===== src/rtl/cmp_iter.sv =====
// rtl/cmp_iter.sv - Multi-cycle chunked branch comparator with valid/ready handshake
//
// Compares two WIDTH-bit operands CHUNK bits per clock, most significant chunk
// first, and reports the branch decision for the latched compare op.
//
// Compare op encoding (cmpop.svh):
//   000 BEQ, 001 BNE, 100 BLT, 101 BGE, 110 BLTU, 111BGEU. All other codes give taken=0.
//
// Optional build macro:
//   CMP_EARLY_EXIT_EN - finish on the first differing chunk instead of always
//                       scanning all NCHUNK chunks. The decision is the same
//                       either way; only the latency changes.
//
// Ports:
//   i_clk, i_rst_n   clock (rising edge), asynchronous active-low reset
//   i_valid/o_ready  request handshake; i_a, i_b, i_cmpop sampled at accept
//   o_valid/i_ready  result handshake; o_valid held until i_ready
//   o_taken          branch decision, 0 whenever o_valid is 0
module cmp_iter #(
    parameter int WIDTH = 32,
    parameter int CHUNK = 8
) (
    input  logic             i_clk,
    input  logic             i_rst_n,
    input  logic             i_valid,
    output logic             o_ready,
    input  logic [WIDTH-1:0] i_a,
    input  logic [WIDTH-1:0] i_b,
    input  logic [2:0]       i_cmpop,
    output logic             o_valid,
    input  logic             i_ready,
    output logic             o_taken
);

    localparam int NCHUNK = WIDTH / CHUNK;
    localparam int IDXW   = (NCHUNK > 1) ? $clog2(NCHUNK) : 1;
    localparam logic [IDXW-1:0] LAST_IDX = IDXW'(NCHUNK - 1);

    generate
        if (WIDTH % CHUNK != 0) begin : g_bad_chunk
            $error("cmp_iter: WIDTH must be a multiple of CHUNK");
        end
    endgenerate

    localparam logic [2:0] OP_BEQ  = 3'b000;
    localparam logic [2:0] OP_BNE  = 3'b001;
    localparam logic [2:0] OP_BLT  = 3'b100;
    localparam logic [2:0] OP_BGE  = 3'b101;
    localparam logic [2:0] OP_BLTU = 3'b110;
    localparam logic [2:0] OP_BGEU = 3'b111;

    localparam logic [1:0] S_IDLE = 2'd0;
    localparam logic [1:0] S_BUSY = 2'd1;
    localparam logic [1:0] S_DONE = 2'd2;

    logic [1:0]       state;
    logic [WIDTH-1:0] a_q;
    logic [WIDTH-1:0] b_q;
    logic [2:0]       op_q;
    logic [IDXW-1:0]  idx;
    logic             decided;
    logic             lt;

    logic [CHUNK-1:0] a_ch;
    logic [CHUNK-1:0] b_ch;
    logic             differ;
    logic             decided_n;
    logic             lt_n;
    logic             go_done;
    logic             taken_n;
    logic [WIDTH-1:0] sign_flip;

    assign o_ready = (state == S_IDLE);

    // Flipping the sign bit maps two's-complement order onto unsigned order,
    // so the chunk scan itself is always unsigned.
    assign sign_flip = (i_cmpop == OP_BLT || i_cmpop == OP_BGE)
                       ? {1'b1, {(WIDTH-1){1'b0}}} : '0;

    always_comb begin
        a_ch      = a_q[idx*CHUNK +: CHUNK];
        b_ch      = b_q[idx*CHUNK +: CHUNK];
        differ    = (a_ch != b_ch);
        // Only the first (most significant) differing chunk decides the order.
        decided_n = decided | differ;
        lt_n      = decided ? lt : (a_ch < b_ch);
`ifdef CMP_EARLY_EXIT_EN
        go_done   = (idx == '0) || (!decided && differ);
`else
        go_done   = (idx == '0);
`endif
        case (op_q)
            OP_BEQ:           taken_n = !decided_n;
            OP_BNE:           taken_n = decided_n;
            OP_BLT, OP_BLTU:  taken_n = lt_n;
            OP_BGE, OP_BGEU:  taken_n = !lt_n;
            default:          taken_n = 1'b0;
        endcase
    end

    always_ff @(posedge i_clk or negedge i_rst_n) begin
        if (!i_rst_n) begin
            state   <= S_IDLE;
            a_q     <= '0;
            b_q     <= '0;
            op_q    <= '0;
            idx     <= '0;
            decided <= 1'b0;
            lt      <= 1'b0;
            o_valid <= 1'b0;
            o_taken <= 1'b0;
        end else begin
            case (state)
                S_IDLE: begin
                    if (i_valid) begin
                        a_q     <= i_a ^ sign_flip;
                        b_q     <= i_b ^ sign_flip;
                        op_q    <= i_cmpop;
                        idx     <= LAST_IDX;
                        decided <= 1'b0;
                        lt      <= 1'b0;
                        state   <= S_BUSY;
                    end
                end
                S_BUSY: begin
                    decided <= decided_n;
                    lt      <= lt_n;
                    if (go_done) begin
                        state   <= S_DONE;
                        o_valid <= 1'b1;
                        o_taken <= taken_n;
                    end else begin
                        idx <= idx - 1'b1;
                    end
                end
                S_DONE: begin
                    if (i_ready) begin
                        state   <= S_IDLE;
                        o_valid <= 1'b0;
                        o_taken <= 1'b0;
                    end
                end
                default: state <= S_IDLE;
            endcase
        end
    end

endmodule


===== config.mk =====
export PLATFORM = sky130hd
export DESIGN_NAME = cmp_iter
export DESIGN_NICKNAME = d
export VERILOG_FILES = /design/src/rtl/cmp_iter.sv
export SDC_FILE = /design/constraint.sdc
export NUM_CORES = 1
export LEC_CHECK = 0
export CORE_MARGIN = 4
export CORE_UTILIZATION = 48
export CTS_BUF_LIST = sky130_fd_sc_hd__clkbuf_4 sky130_fd_sc_hd__clkbuf_8
export CTS_CLUSTER_DIAMETER = 80
export DETAILED_ROUTE_END_ITERATION = 12
export PLACE_DENSITY = 0.76
export SYNTH_ARGS = -nofsm -noshare
export SYNTH_HDL_FRONTEND = slang
export SYNTH_SLANG_ARGS = --single-unit

===== constraint.sdc =====
create_clock -name i_clk -period 3.12 [get_ports i_clk]
set_input_delay 0.312 -clock i_clk [delete_from_list [all_inputs] [get_ports i_clk]]
set_output_delay 0.312 -clock i_clk [all_outputs]
set_load 0.05 [all_outputs]

After elaboration in Yosys (flattened, before gate mapping)
Index checks and enable logic that the tools add are counted.
{"block": "totals", "regBits": 75, "latch_bits": 0, "ramBits": 0, "rom_bits": 0, "inputBits": 71, "output_inout_bits": 3, "word_cells": 63, "mem_count": 0}
{"block": "op_classes", "addsub": 1, "multipliers": 0, "div": 0, "n_lt_le_gt_ge": 1, "eq_ne": 14, "shifts": 2, "n_mux": 18, "n_bitwise": 3, "n_reduce_logical": 15}
{"cell": "$shiftx 32x6->8", "n": 2}
{"cell": "$xor 32x32->32", "n": 2}
{"cell": "$mux 32", "n": 1}
{"cell": "$eq 3x3->1 const B", "n": 6}
{"cell": "$mux 2", "n": 5}
{"cell": "$reduce_and 3->1", "n": 3}
{"cell": "$lt 8x8->1", "n": 1}
{"cell": "$ne 2x2->1 const B", "n": 4}
{"cell": "$ne 8x8->1", "n": 1}
{"cell": "$pmux 1 s2", "n": 4}
{"cell": "$pmux 2 s3", "n": 1}
{"cell": "$mux 1", "n": 5}
{"cell": "$logic_not 2->1", "n": 2}
{"cell": "$pmux 1 s4", "n": 1}
{"cell": "$pmux 2 s2", "n": 1}
{"cell": "$reduce_and 2->1", "n": 2}
{"cell": "$reduce_bool 2->1", "n": 2}
{"cell": "$reduce_or 2->1", "n": 2}
{"cell": "$eq 3x1->1 const B", "n": 1}
{"cell": "$logic_not 3->1", "n": 1}
{"cell": "$eq 2x1->1 const B", "n": 1}
{"cell": "$eq 2x2->1 const B", "n": 1}
{"cell": "$logic_not 1->1", "n": 2}
{"cell": "$sub 2x1->2 const B", "n": 1}
{"cell": "other kinds (2)", "n": 2}

Depth between registers and ports, before layout
{"block": "depth", "word_depth": 7, "depth_mapped": 9, "depth_no_buf": 8}

Worst setup path before layout
Ideal clock, no wire load.
{"block": "synth_timing", "path_type": "reg-to-reg", "start": "register idx[0]", "end": "register lt", "setup_ns": 0.122, "arrival_time_ns": 2.370, "required_time_ns": 2.998, "slack_ns": 0.629, "stages_incl_launch_ff": 9, "path_buffers": 2, "period_less_slack_ns": 2.491, "path_cell_list": "dfrtp_1 -> buf_2 -> buf_4 -> mux4_2 -> ha_1 -> nand2_1 -> o21bai_1 -> a221o_1 -> a32o_1"}
{"block": "synth_between", "elab_chain_cells": 4, "word_cells_on_any_way": 5, "cone_classes": "order compare: 1; shift: 2; mux: 2"}
{"element": "start: declaration", "line": "60", "source": "logic [IDXW-1:0] idx;"}
{"element": "start signal: assignment", "line": "133", "source": "idx <= idx - 1'b1;"}
{"element": "$shiftx 32x6->8 (on tied branches)", "line": "81, 82"}
{"element": "$lt 8x8->1 *", "line": "86", "source": "lt_n = decided ? lt : (a_ch < b_ch);"}
{"element": "$mux 1 *", "line": "86"}
{"element": "$pmux 1 s2 *", "line": "113", "source": "case (state)"}
{"element": "end signal: assignment", "line": "127", "source": "lt <= lt_n;"}
{"element": "end: declaration", "line": "62", "source": "logic lt;"}
Every way passes the cells marked *; elsewhere a longest branch is shown, timed or not.
A chain may end at the register's enable or synchronous reset.

Worst setup path after layout
{"block": "layout_timing", "start": "register idx[1]", "end": "register o_taken"}
{"block": "layout_between", "elab_chain_cells": 7, "word_cells_on_any_way": 14, "cone_classes": "order compare: 1; eq/ne: 2; shift: 2; mux: 4; bitwise: 1; reduce/logical: 4"}
{"element": "$shiftx 32x6->8 (on tied branches)", "line": "81, 82"}
{"element": "$lt 8x8->1 or $ne 8x8->1 (tied branches)", "line": "86, 83"}
{"element": "$mux 1 or $or 1x1->1 (tied branches)", "line": "86, 85"}
{"element": "$logic_not 1->1 (on tied branches)", "line": "96, 93"}
{"element": "$pmux 1 s4", "line": "92", "source": "case (op_q)"}
{"element": "$mux 1", "line": "128", "source": "if (go_done) begin"}
{"element": "$pmux 1 s2", "line": "113"}
{"element": "end signal: assignment", "line": "131", "source": "o_taken <= taken_n;"}
{"element": "end: declaration", "line": "32", "source": "output logic o_taken"}
Several ways; a longest one is shown, not always the timed one. The select of a mux whose other input is x is not followed.

==> impl_metrics.env <==
export IMPL_power_density_nw_per_um2=988
export IMPL_io_pins=74
export IMPL_fin_skew_ps=9.29
export IMPL_syn_nets=324
export IMPL_startpoint_type="register"
export IMPL_numCtsBuffers=9
export IMPL_drt_iter0_drc=119
export IMPL_crit_type="register to register"
export IMPL_grt_pass1_wl_um=11900
export IMPL_yosys_area_share_simple=0.0399
export IMPL_vias=2257
export IMPL_cts_root_buf="clkbuf_8"
export IMPL_clock_latency_ps=340
export IMPL_firstDrtPassIters=4
export IMPL_yosysTopAreaCell="dfrtp_1"
export IMPL_fin_crit_sh=0.860
export IMPL_syn_area_um2=3570
export IMPL_power_frac_clock=0.160
export IMPL_cts_buffer_depth=2
export IMPL_synth_mux_area_frac=0.318
export IMPL_synth_ff_type="dfrtp_1"
export IMPL_synth_cell_types=32
export IMPL_dp_hpwl_um=5230
export IMPL_slew_viol_final=0
export IMPL_synth_top_family_by_area="multiplexers"
export IMPL_track_usage=0.181
export IMPL_setup_violations=0
export IMPL_min_period_ps=2680
export IMPL_peakVddDrop_v=0.000414
export IMPL_gp_congestion=0.814
export IMPL_drc=0
export IMPL_async_flop_share=1.00
export IMPL_syn_area_per_cell_um2=14.6
export IMPL_min_delay_path_class="input pin to async pin"
export IMPL_place_ws_ps=492
export IMPL_critical_path_buf_inv_count=0
export IMPL_core_area_um2=7250
export IMPL_synth_compound_area_frac=0.0375
export IMPL_pwr_share_seq=0.404
export IMPL_grt_pass1_vias=2451
export IMPL_worstMarginPinSlew_ps=928
export IMPL_cpPeakStageDelay_ps=820
export IMPL_hold_buffers=0
export IMPL_tns_ps=0
export IMPL_crit_arrival_ps=2900
export IMPL_synthToLayoutAreaGrowth_pct=27.3
export IMPL_cts_setup_buffers=0
export IMPL_row_count=31
export IMPL_switching_share=0.328
export IMPL_fin_ws_ps=436
export IMPL_die_w_um=94.3
export IMPL_gr_total_overflow=0
export IMPL_grt_max_degree=76
export IMPL_yosysTopAreaCellShare=0.526
export IMPL_cts_tree="built"
export IMPL_yosysSeqAreaShare=0.526
export IMPL_pwr_share_comb=0.436
export IMPL_cts_resized=0
export IMPL_yosys_warnings=0
export IMPL_final_layout_size_suffix_gt1_frac=0.317
export IMPL_via_per_inst=5.36
export IMPL_start_util=0.492
export IMPL_maxCapViolCount=0
export IMPL_crit_slowest_cell="dfrtp_1"
export IMPL_rsz0062_at_grt="no"
export IMPL_yosysMostFrequentCell="dfrtp_1"
export IMPL_crit_path_end_kind="register"
export IMPL_layout_nets=398
export IMPL_antenna_cells=0
export IMPL_p_leak_nw=1.90
export IMPL_max_freq_mhz=373
export IMPL_wirelength_um=7110
export IMPL_numPortBuffers=73
export IMPL_wl_per_cell_um=16.9
export IMPL_slew_headroom=0.382
export IMPL_synth_edf_count=0
export IMPL_p_int_w=0.00302
export IMPL_yosys_top_cells_count="dfrtp_1 (75), mux2_2 (59), mux4_2 (16)"
export IMPL_htreeDepth=3
export IMPL_cts_sinks=75
export IMPL_ys_ff_latch=75
export IMPL_cp_max_fo=18
export IMPL_synthCells=244
export IMPL_status="finished, final reports clean"
export IMPL_synthAdderAreaFrac=0.0315
export IMPL_hold_viol=0
export IMPL_clkTransAtPathRegs_ps=70
export IMPL_ant_nets=0
export IMPL_critPathTopFamily="flip-flops"
export IMPL_path_cells="mux4_2 > ha_1 > nand4_1 > nor4_1 > mux2i_1 > nand3b_1"
export IMPL_antenna_found_initial=0
export IMPL_die_area_um2=8880
export IMPL_p_sw_w=0.00147
export IMPL_die_y_um=94.3
export IMPL_synth_area_leaders="dfrtp_1 (53%), mux2_2 (19%), mux4_2 (10%)"
export IMPL_required_ps=3340
export IMPL_synthXorXnorAreaFrac=0.00491
sequential cells by signal, indices dropped and copies added, names as in the netlist:
name and flops:
state 2, b_q 32, a_q 32, o_valid 1, lt 1, op_q 3
idx 2, decided 1, o_taken 1
logic make-up (layout without fill, tap and decap cells):
kind of cell | Yosys count | in the layout
compound gates | 21 | 21
simple gates | 28 | 28
flops | 75 | 75
fa+ha+maj | 9 | 9
xor+xnor | 2 | 2
buf+inv | 26 | 104
mux | 83 | 83
layer usage:
metal,up-vias,GRT usage,part of all wire
met1,1137,0.207,0.39
met2,68,0.310,0.53
met5,-,0,0
met3,15,0.0737,0.065
met4,0,0.0554,0.017
li1,1037,-,-
through the flow:
stage / power, W / hold WS (ps) / instance area, µm² / util / cells
floorplan: 0.00331 / 16.4 / 3570 / - / 244
global placement: 0.00371 / 486 / 4350 / 0.600 / 406
detailed placement: 0.00380 / 494 / 4350 / 0.600 / 406
CTS: 0.00454 / 133 / 4550 / 0.627 / 421
global route: 0.00485 / 159 / 4550 / 0.627 / 421
finish: 0.00449 / 84.0 / 4550 / 0.627 / 421
final timing paths:
kind | from | endpoint | slack [ps] | cells after the start
max | idx[1] | o_taken | 440 | 6
max in group asynchronous | i_rst_n | b_q[20] | 2410 | 1
min | i_rst_n | a_q[2] | 80 | 1
max reg2reg | idx[1] | o_taken | 440 | 6
min reg2reg | b_q[1] | b_q[1] | 510 | 1
min in group i_clk | b_q[1] | b_q[1] | 510 | 1
power by group through the flow:
stage	registers [W]	logic (W)	clock network [W]
floorplan	0.00169	0.00162	0
global placement	0.00181	0.00190	0
detailed placement	0.00184	0.00197	0
CTS	0.00182	0.00198	0.000742
global route	0.00189	0.00217	0.000791
finish	0.00181	0.00196	0.000720
area by class of cell:
cell class | instances | area, µm²
clock buffer | 10 | 138
clock inverter | 5 | 53.8
fill | 577 | 2710
inverter | 13 | 48.8
multi-input combinational | 143 | 1540
sequential | 75 | 1880
tap | 99 | 124
timing repair buffer | 76 | 763
layout by cell type, fill, tap and decap left out, drive strengths merged, types with 2 or more instances in the layout:
| master | count |
|---|---|
| a21oi | 7 |
| a22oi | 2 |
| buf | 4 |
| clkbuf | 10 |
| clkdlybuf4s50 | 72 |
| clkinv | 4 |
| dfrtp | 75 |
| ha | 9 |
| inv | 13 |
| mux2 | 65 |
| mux2i | 2 |
| mux4 | 16 |
| nand2 | 11 |
| nand4 | 2 |
| nor2 | 6 |
| nor2b | 3 |
| nor4 | 2 |
| o21ai | 5 |
| xnor2 | 2 |
Power figures use the tool's default switching activity.
